[src/rtl/irq_ctrl_if.sv]
// irq_ctrl_if: peripheral, core handshake and register-window signals of the interrupt front-end
interface irq_ctrl_if;
  logic [3:0]  irq_in;
  logic [3:0]  ex_int;
  logic        int_ack;
  logic        int_ret;
  logic        busy;
  logic        sel;
  logic        we;
  logic [1:0]  addr;
  logic [31:0] wd;
  logic [31:0] rd;
  modport master (output irq_in, int_ack, int_ret, sel, we, addr, wd, input ex_int, busy, rd);
  modport slave  (input irq_in, int_ack, int_ret, sel, we, addr, wd, output ex_int, busy, rd);
endinterface

[src/rtl/irq_ctrl.sv]
// irq_ctrl: synchronizes, edge-detects, masks and prioritizes peripheral interrupts into one-hot core requests
module irq_ctrl #(
  parameter int         SYNC_STAGES = 2,
  parameter logic [3:0] RESET_MASK  = 4'hF
) (
  input logic        clk,
  input logic        rst_n,
  irq_ctrl_if.slave  bus
);
  typedef enum logic [1:0] {IDLE = 2'd0, REQ = 2'd1, SERVICE = 2'd2} state_t;
  state_t state, state_n;
  logic [SYNC_STAGES-1:0][3:0] sync_q;
  logic [3:0] prev, rise, pending, lost, mask, ex_q, ex_n, pend_clr, lost_clr, cand;
  logic [1:0] active_id, aid_n, cand_id;
  logic [7:0] svc_cnt;
  logic       ack_take, wr_mask, wr_pend, busy, unused_wd;
  assign rise      = sync_q[SYNC_STAGES-1] & ~prev;
  assign ack_take  = (state == REQ) && bus.int_ack;
  assign wr_mask   = bus.sel && bus.we && bus.addr == 2'd0;
  assign wr_pend   = bus.sel && bus.we && bus.addr == 2'd1;
  assign pend_clr  = (ack_take ? 4'b0001 << active_id : 4'b0000) | (wr_pend ? bus.wd[3:0] : 4'b0000);
  assign lost_clr  = wr_pend ? bus.wd[7:4] : 4'b0000;
  assign cand      = pending & mask;
  assign cand_id   = cand[0] ? 2'd0 : cand[1] ? 2'd1 : cand[2] ? 2'd2 : 2'd3;
  assign busy      = state != IDLE;
  assign unused_wd = ^bus.wd[31:8];
  assign bus.ex_int = ex_q;
  assign bus.busy   = busy;
  assign bus.rd = !bus.sel          ? 32'h0 :
                  bus.addr == 2'd0  ? {28'h0, mask} :
                  bus.addr == 2'd1  ? {24'h0, lost, pending} :
                  bus.addr == 2'd2  ? {16'h0, svc_cnt, 3'b000, busy, active_id, state} : 32'h0;
  // synchronizer chain plus one history flop for rising-edge detection
  always_ff @(posedge clk or negedge rst_n) begin
    if (!rst_n) begin
      sync_q <= '0;
      prev   <= '0;
    end else begin
      sync_q <= {sync_q[SYNC_STAGES-2:0], bus.irq_in};
      prev   <= sync_q[SYNC_STAGES-1];
    end
  end
  // sticky pending/lost bits (a new edge beats a same-cycle clear), mask and service counter
  always_ff @(posedge clk or negedge rst_n) begin
    if (!rst_n) begin
      pending <= '0;
      lost    <= '0;
      mask    <= RESET_MASK;
      svc_cnt <= '0;
    end else begin
      pending <= (pending & ~pend_clr) | rise;
      lost    <= (lost & ~lost_clr) | (rise & pending & ~pend_clr);
      mask    <= wr_mask ? bus.wd[3:0] : mask;
      svc_cnt <= svc_cnt + {7'h0, ack_take};
    end
  end
  // request FSM state, registered one-hot request and active source
  always_ff @(posedge clk or negedge rst_n) begin
    if (!rst_n) begin
      state     <= IDLE;
      ex_q      <= '0;
      active_id <= '0;
    end else begin
      state     <= state_n;
      ex_q      <= ex_n;
      active_id <= aid_n;
    end
  end
  // present one request, hold it until ack or mask-off, block new requests until return from ISR
  always_comb begin
    state_n = state;
    ex_n    = ex_q;
    aid_n   = active_id;
    case (state)
      IDLE: if (|cand) begin
        state_n = REQ;
        ex_n    = 4'b0001 << cand_id;
        aid_n   = cand_id;
      end
      REQ: if (bus.int_ack) begin
        state_n = SERVICE;
        ex_n    = '0;
      end else if (!mask[active_id]) begin
        state_n = IDLE;
        ex_n    = '0;
      end
      SERVICE: begin
        ex_n    = '0;
        state_n = bus.int_ret ? IDLE : SERVICE;
      end
      default: begin
        state_n = IDLE;
        ex_n    = '0;
      end
    endcase
  end
endmodule

[src/flat_wrapper.sv]
// flat-port wrapper written by rule: the top's interface ports become plain ports
module irq_ctrl_flat 
#(
  parameter int         SYNC_STAGES = 2,
  parameter logic [3:0] RESET_MASK  = 4'hF
)
  (clk, rst_n, bus_irq_in, bus_int_ack, bus_int_ret, bus_sel, bus_we, bus_addr, bus_wd, bus_ex_int, bus_busy, bus_rd);
  irq_ctrl_if bus_i ();
  input logic clk;
  input logic rst_n;
  input wire logic [$bits(bus_i.irq_in)-1:0] bus_irq_in;
  input wire logic [$bits(bus_i.int_ack)-1:0] bus_int_ack;
  input wire logic [$bits(bus_i.int_ret)-1:0] bus_int_ret;
  input wire logic [$bits(bus_i.sel)-1:0] bus_sel;
  input wire logic [$bits(bus_i.we)-1:0] bus_we;
  input wire logic [$bits(bus_i.addr)-1:0] bus_addr;
  input wire logic [$bits(bus_i.wd)-1:0] bus_wd;
  output wire logic [$bits(bus_i.ex_int)-1:0] bus_ex_int;
  output wire logic [$bits(bus_i.busy)-1:0] bus_busy;
  output wire logic [$bits(bus_i.rd)-1:0] bus_rd;
  assign bus_i.irq_in = bus_irq_in;
  assign bus_i.int_ack = bus_int_ack;
  assign bus_i.int_ret = bus_int_ret;
  assign bus_i.sel = bus_sel;
  assign bus_i.we = bus_we;
  assign bus_i.addr = bus_addr;
  assign bus_i.wd = bus_wd;
  assign bus_ex_int = bus_i.ex_int;
  assign bus_busy = bus_i.busy;
  assign bus_rd = bus_i.rd;
  irq_ctrl #(.SYNC_STAGES(SYNC_STAGES), .RESET_MASK(RESET_MASK)) u_core (.clk(clk), .rst_n(rst_n), .bus(bus_i));
endmodule
[config.mk]
export PLATFORM = sky130hd
export DESIGN_NAME = irq_ctrl_flat
export DESIGN_NICKNAME = d
export VERILOG_FILES = /design/src/rtl/irq_ctrl_if.sv /design/src/rtl/irq_ctrl.sv /design/src/flat_wrapper.sv
export SDC_FILE = /design/constraint.sdc
export NUM_CORES = 1
export LEC_CHECK = 0
export CAP_MARGIN = 20
export CORE_MARGIN = 2
export CORE_UTILIZATION = 45
export DETAILED_ROUTE_END_ITERATION = 6
export GPL_ROUTABILITY_DRIVEN = 0
export PLACE_DENSITY = 0.84
export SLEW_MARGIN = 20
export SYNTH_ARGS = -nofsm -noshare
export SYNTH_HDL_FRONTEND = slang
export SYNTH_SLANG_ARGS = --single-unit
[constraint.sdc]
create_clock -name clk -period 2.5 [get_ports clk]
set_input_delay 0.5 -clock clk [delete_from_list [all_inputs] [get_ports clk]]
set_output_delay 0.5 -clock clk [all_outputs]
set_load 0.005 [all_outputs]
==> flow_summary_export.csv <==
group,metric,value,unit
synth,async_flop_share,100,%
timing,tns,0,ps
placed_design,place.detailed.hpwl,2830,um
route,num_vias,1427,
synth,ys_ff_latch,40,
timing,max_slew_margin,41.9,%
pwr,power_leakage,1.17,nW
pwr,pwr-share-clk,19.4,%
grt,grt_overflow,0,
timing,period_share,94.4,%
critical_path,critical_path_buf_inv_count,4,
placed_design,place_inst,266,
finish,stdcell_count,276,
timing,max_freq,0.424,GHz
clocking,cts_tree,"built",
critical_path,crit_arrival,1860,ps
hold_path,hp-class,"in2async",
grt,grt_usage,16.9,%
outcome,status,"complete, no violations",
route,route.detailed.drc,0,
critical_path,critPathMaxStageDelay,500,ps
finish,syn_to_final_growth,27.7,%
timing,period_minus_slack,2360,ps
finish,layout_commonest_cell,"dfrtp_1",
critical_path,worstPathCellList,"dlygate4sd2_1 -> buf_6 -> nand2_1 -> nor2_1 -> buf_4 -> and2_1 -> clkdlybuf4s50_1",
floorplanning,initial_core_util,47.7,%
critical_path,critPathCaptureType,"primary output",
floorplanning,core,4090,um2
timing,final-max-slew-violation-count,0,
clocking,clk_pin_slew_worst_paths,70,ps
route,ant_nets,0,
synth,netlist_instances,174,
floorplanning,pin_count,81,
pwr,p_sw,0.658,mW
finish,drive_gt1_share,13.7,%
synth,syn_area,1950,um2
floorplanning,chipWidth,69.8,um
timing,tightest_slew,871,ps
critical_path,critical_path_required,2000,ps
clocking,cts_num_sinks,40,
timing,hold_violations,0,
pwr,p_sw_share,32.2,%
critical_path,criticalPathCategory,"in2out",
pwr,p_per_area,820,nW/um2
critical_path,critPathMaxFanout,8,
clocking,clk_latency,290,ps
flow_run,maxCapViolCount,0,
synth,synth.distinct_cells,49,
route,wl_per_cell,13.8,um
clocking,clk_path_buf_depth,2,
clocking,cts-root-buf,"clkbuf_8",
finish,fin_util,61.0,%
timing,rsz0062_at_grt,"no",
pwr,ir_drop,0.482,mV
placed_design,numPortBuffers,40,
synth,synth-seq-area-share,51.6,%
route,drtPass1Iterations,4,
grt,grt_pass1_vias,1412,
floorplanning,die_h,69.8,um
grt,grt_pass1_wl,6540,um
clocking,h-tree-depth,2,
synth,ys.flop_type,"dfrtp_1",
floorplanning,dieArea,4880,um2
timing,finalSetupViolations,0,
finish,final_cell_mix,"36 x dfrtp_1, 30 x clkdlybuf4s50_1, 20 x nand2_1, 16 x conb_1, 12 x and2_1",
critical_path,cp-start-kind,"primary input",
route,totalWireLength,3820,um
critical_path,critPathTopFamily,"buffers and inverters",
finish,diodes,0,
synth,yosysWarnings,0,
grt,grt_max_degree,41,
floorplanning,num_rows,23,
finish,num-nets-final,271,
route,avgViaCountPerCell,5.17,
pwr,p_int,1.38,mW
synth,avgSynthCellArea,11.2,um2
critical_path,slowest_stage,"clkdlybuf4s50_1",
grt,antenna_found_initial,0,
pwr,pwr-share-seq,48.7,%
route,drtIter0Drc,105,
synth,synth-edff-count,0,
clocking,cts_made_buffers,5,
pwr,power_frac_comb,31.9,%
timing,skew,4.18,ps
[sequential cells by signal, summed over array words and instances (netlist names)]
| signal | count |
|---|---|
| u_core.active_id | 2 |
| u_core.bus.ex_int | 4 |
| u_core.lost | 4 |
| u_core.mask | 4 |
| u_core.pending | 4 |
| u_core.prev | 4 |
| u_core.state | 2 |
| u_core.svc_cnt | 8 |
| u_core.sync_q | 8 |
[per-layer routing]
layer	vias to the layer above	track usage (%)	part of all wire (%)
met1	680	21.9	45
met2	54	27.3	47
met4	0	5.34	1.4
met5	-	0	0
met3	8	5.09	6.4
li1	685	-	-
[cells in the mapped netlist (all sizes together) (2+ instances only)]
| library cell | count | area, um2 |
|---|---|---|
| dfrtp | 36 | 901 |
| nand2 | 20 | 75.1 |
| buf | 19 | 144 |
| and2 | 12 | 75.1 |
| o2bb2ai | 6 | 52.6 |
| inv | 5 | 18.8 |
| nor2 | 5 | 18.8 |
| dfstp | 4 | 105 |
| mux2 | 4 | 45.0 |
| mux2i | 4 | 40.0 |
| nand3 | 4 | 20.0 |
| xnor2 | 4 | 35.0 |
| a21boi | 3 | 22.5 |
| a22oi | 3 | 22.5 |
| and3 | 3 | 18.8 |
| nor2b | 3 | 18.8 |
| a21o | 2 | 15.0 |
| a221o | 2 | 20.0 |
| a32o | 2 | 20.0 |
| and4b | 2 | 21.3 |
| clkbuf | 2 | 7.51 |
| ha | 2 | 25.0 |
| nand2b | 2 | 12.5 |
| nor3b | 2 | 15.0 |
| xor2 | 2 | 17.5 |
[through the flow]
step	instance area (um2)	total power, mW	hold slack, ps	setup slack [ps]
after floorplan	2010	1.37	204	743
after global placement	2370	1.63	331	-156
after detailed placement	2370	1.66	336	-144
after CTS	2480	2.06	351	7.21
after global routing	2490	2.18	363	53.3
final	2490	2.04	328	139
[layout make-up]
type / instances / area, um2
fill: 363 / 1600
clock buffer: 8 / 80.1
multi-input combinational: 123 / 838
tap: 50 / 62.6
inverter: 5 / 18.8
sequential: 40 / 1010
timing repair buffer: 50 / 485
[cells by family (layout without fill, tap and decap cells)]
group	Yosys count	after routing	share of synthesized area (%)
flops	40	40	51.6
xor+xnor	6	6	2.69
fa+ha+maj	2	2	1.28
mux	9	9	5.52
compound gates	30	30	12.8
buf+inv	26	63	8.72
other cells	1	16	0.192
simple gates	60	60	17.2
[final timing paths]
path	depth (start not counted)	endpoint	slack, ps	start
setup / recovery	7	bus_rd[8]	140	bus_addr[1]
hold reg to reg	0	u_core.sync_q[6]	350	u_core.sync_q[2]
min in group clk	0	u_core.sync_q[6]	350	u_core.sync_q[2]
setup reg to reg	6	u_core.svc_cnt[6]	870	u_core.state[1]
max in group asynchronous	1	u_core.svc_cnt[1]	1630	rst_n
hold / removal	1	u_core.sync_q[2]	330	rst_n
[power by group through the flow]
stage	Clock [mW]	Sequential (mW)	Combinational, mW
finish	0.396	0.995	0.651
global route	0.444	1.02	0.717
CTS	0.414	0.993	0.658
detailed placement	0	1.00	0.656
global placement	0	0.995	0.637
floorplan	0	0.951	0.423
[what timing repair did]
item,CTS,global route
hold buffers,0,0
endpoints found under the setup margin,16,11
gates cloned,0,0
resized for setup,10,5
buffers inserted,2,0
pin swaps,1,0
[worst register-to-register path: cells and delay by family (launching register included)]
kind                     cells  cell delay [ps]
adder cells (fa/ha/maj)      2              410
flip-flops                   1              460
XOR/XNOR                     1              150
AND/OR/NAND/NOR              3              540
Note: power is estimated with default switching activity, not from simulation.
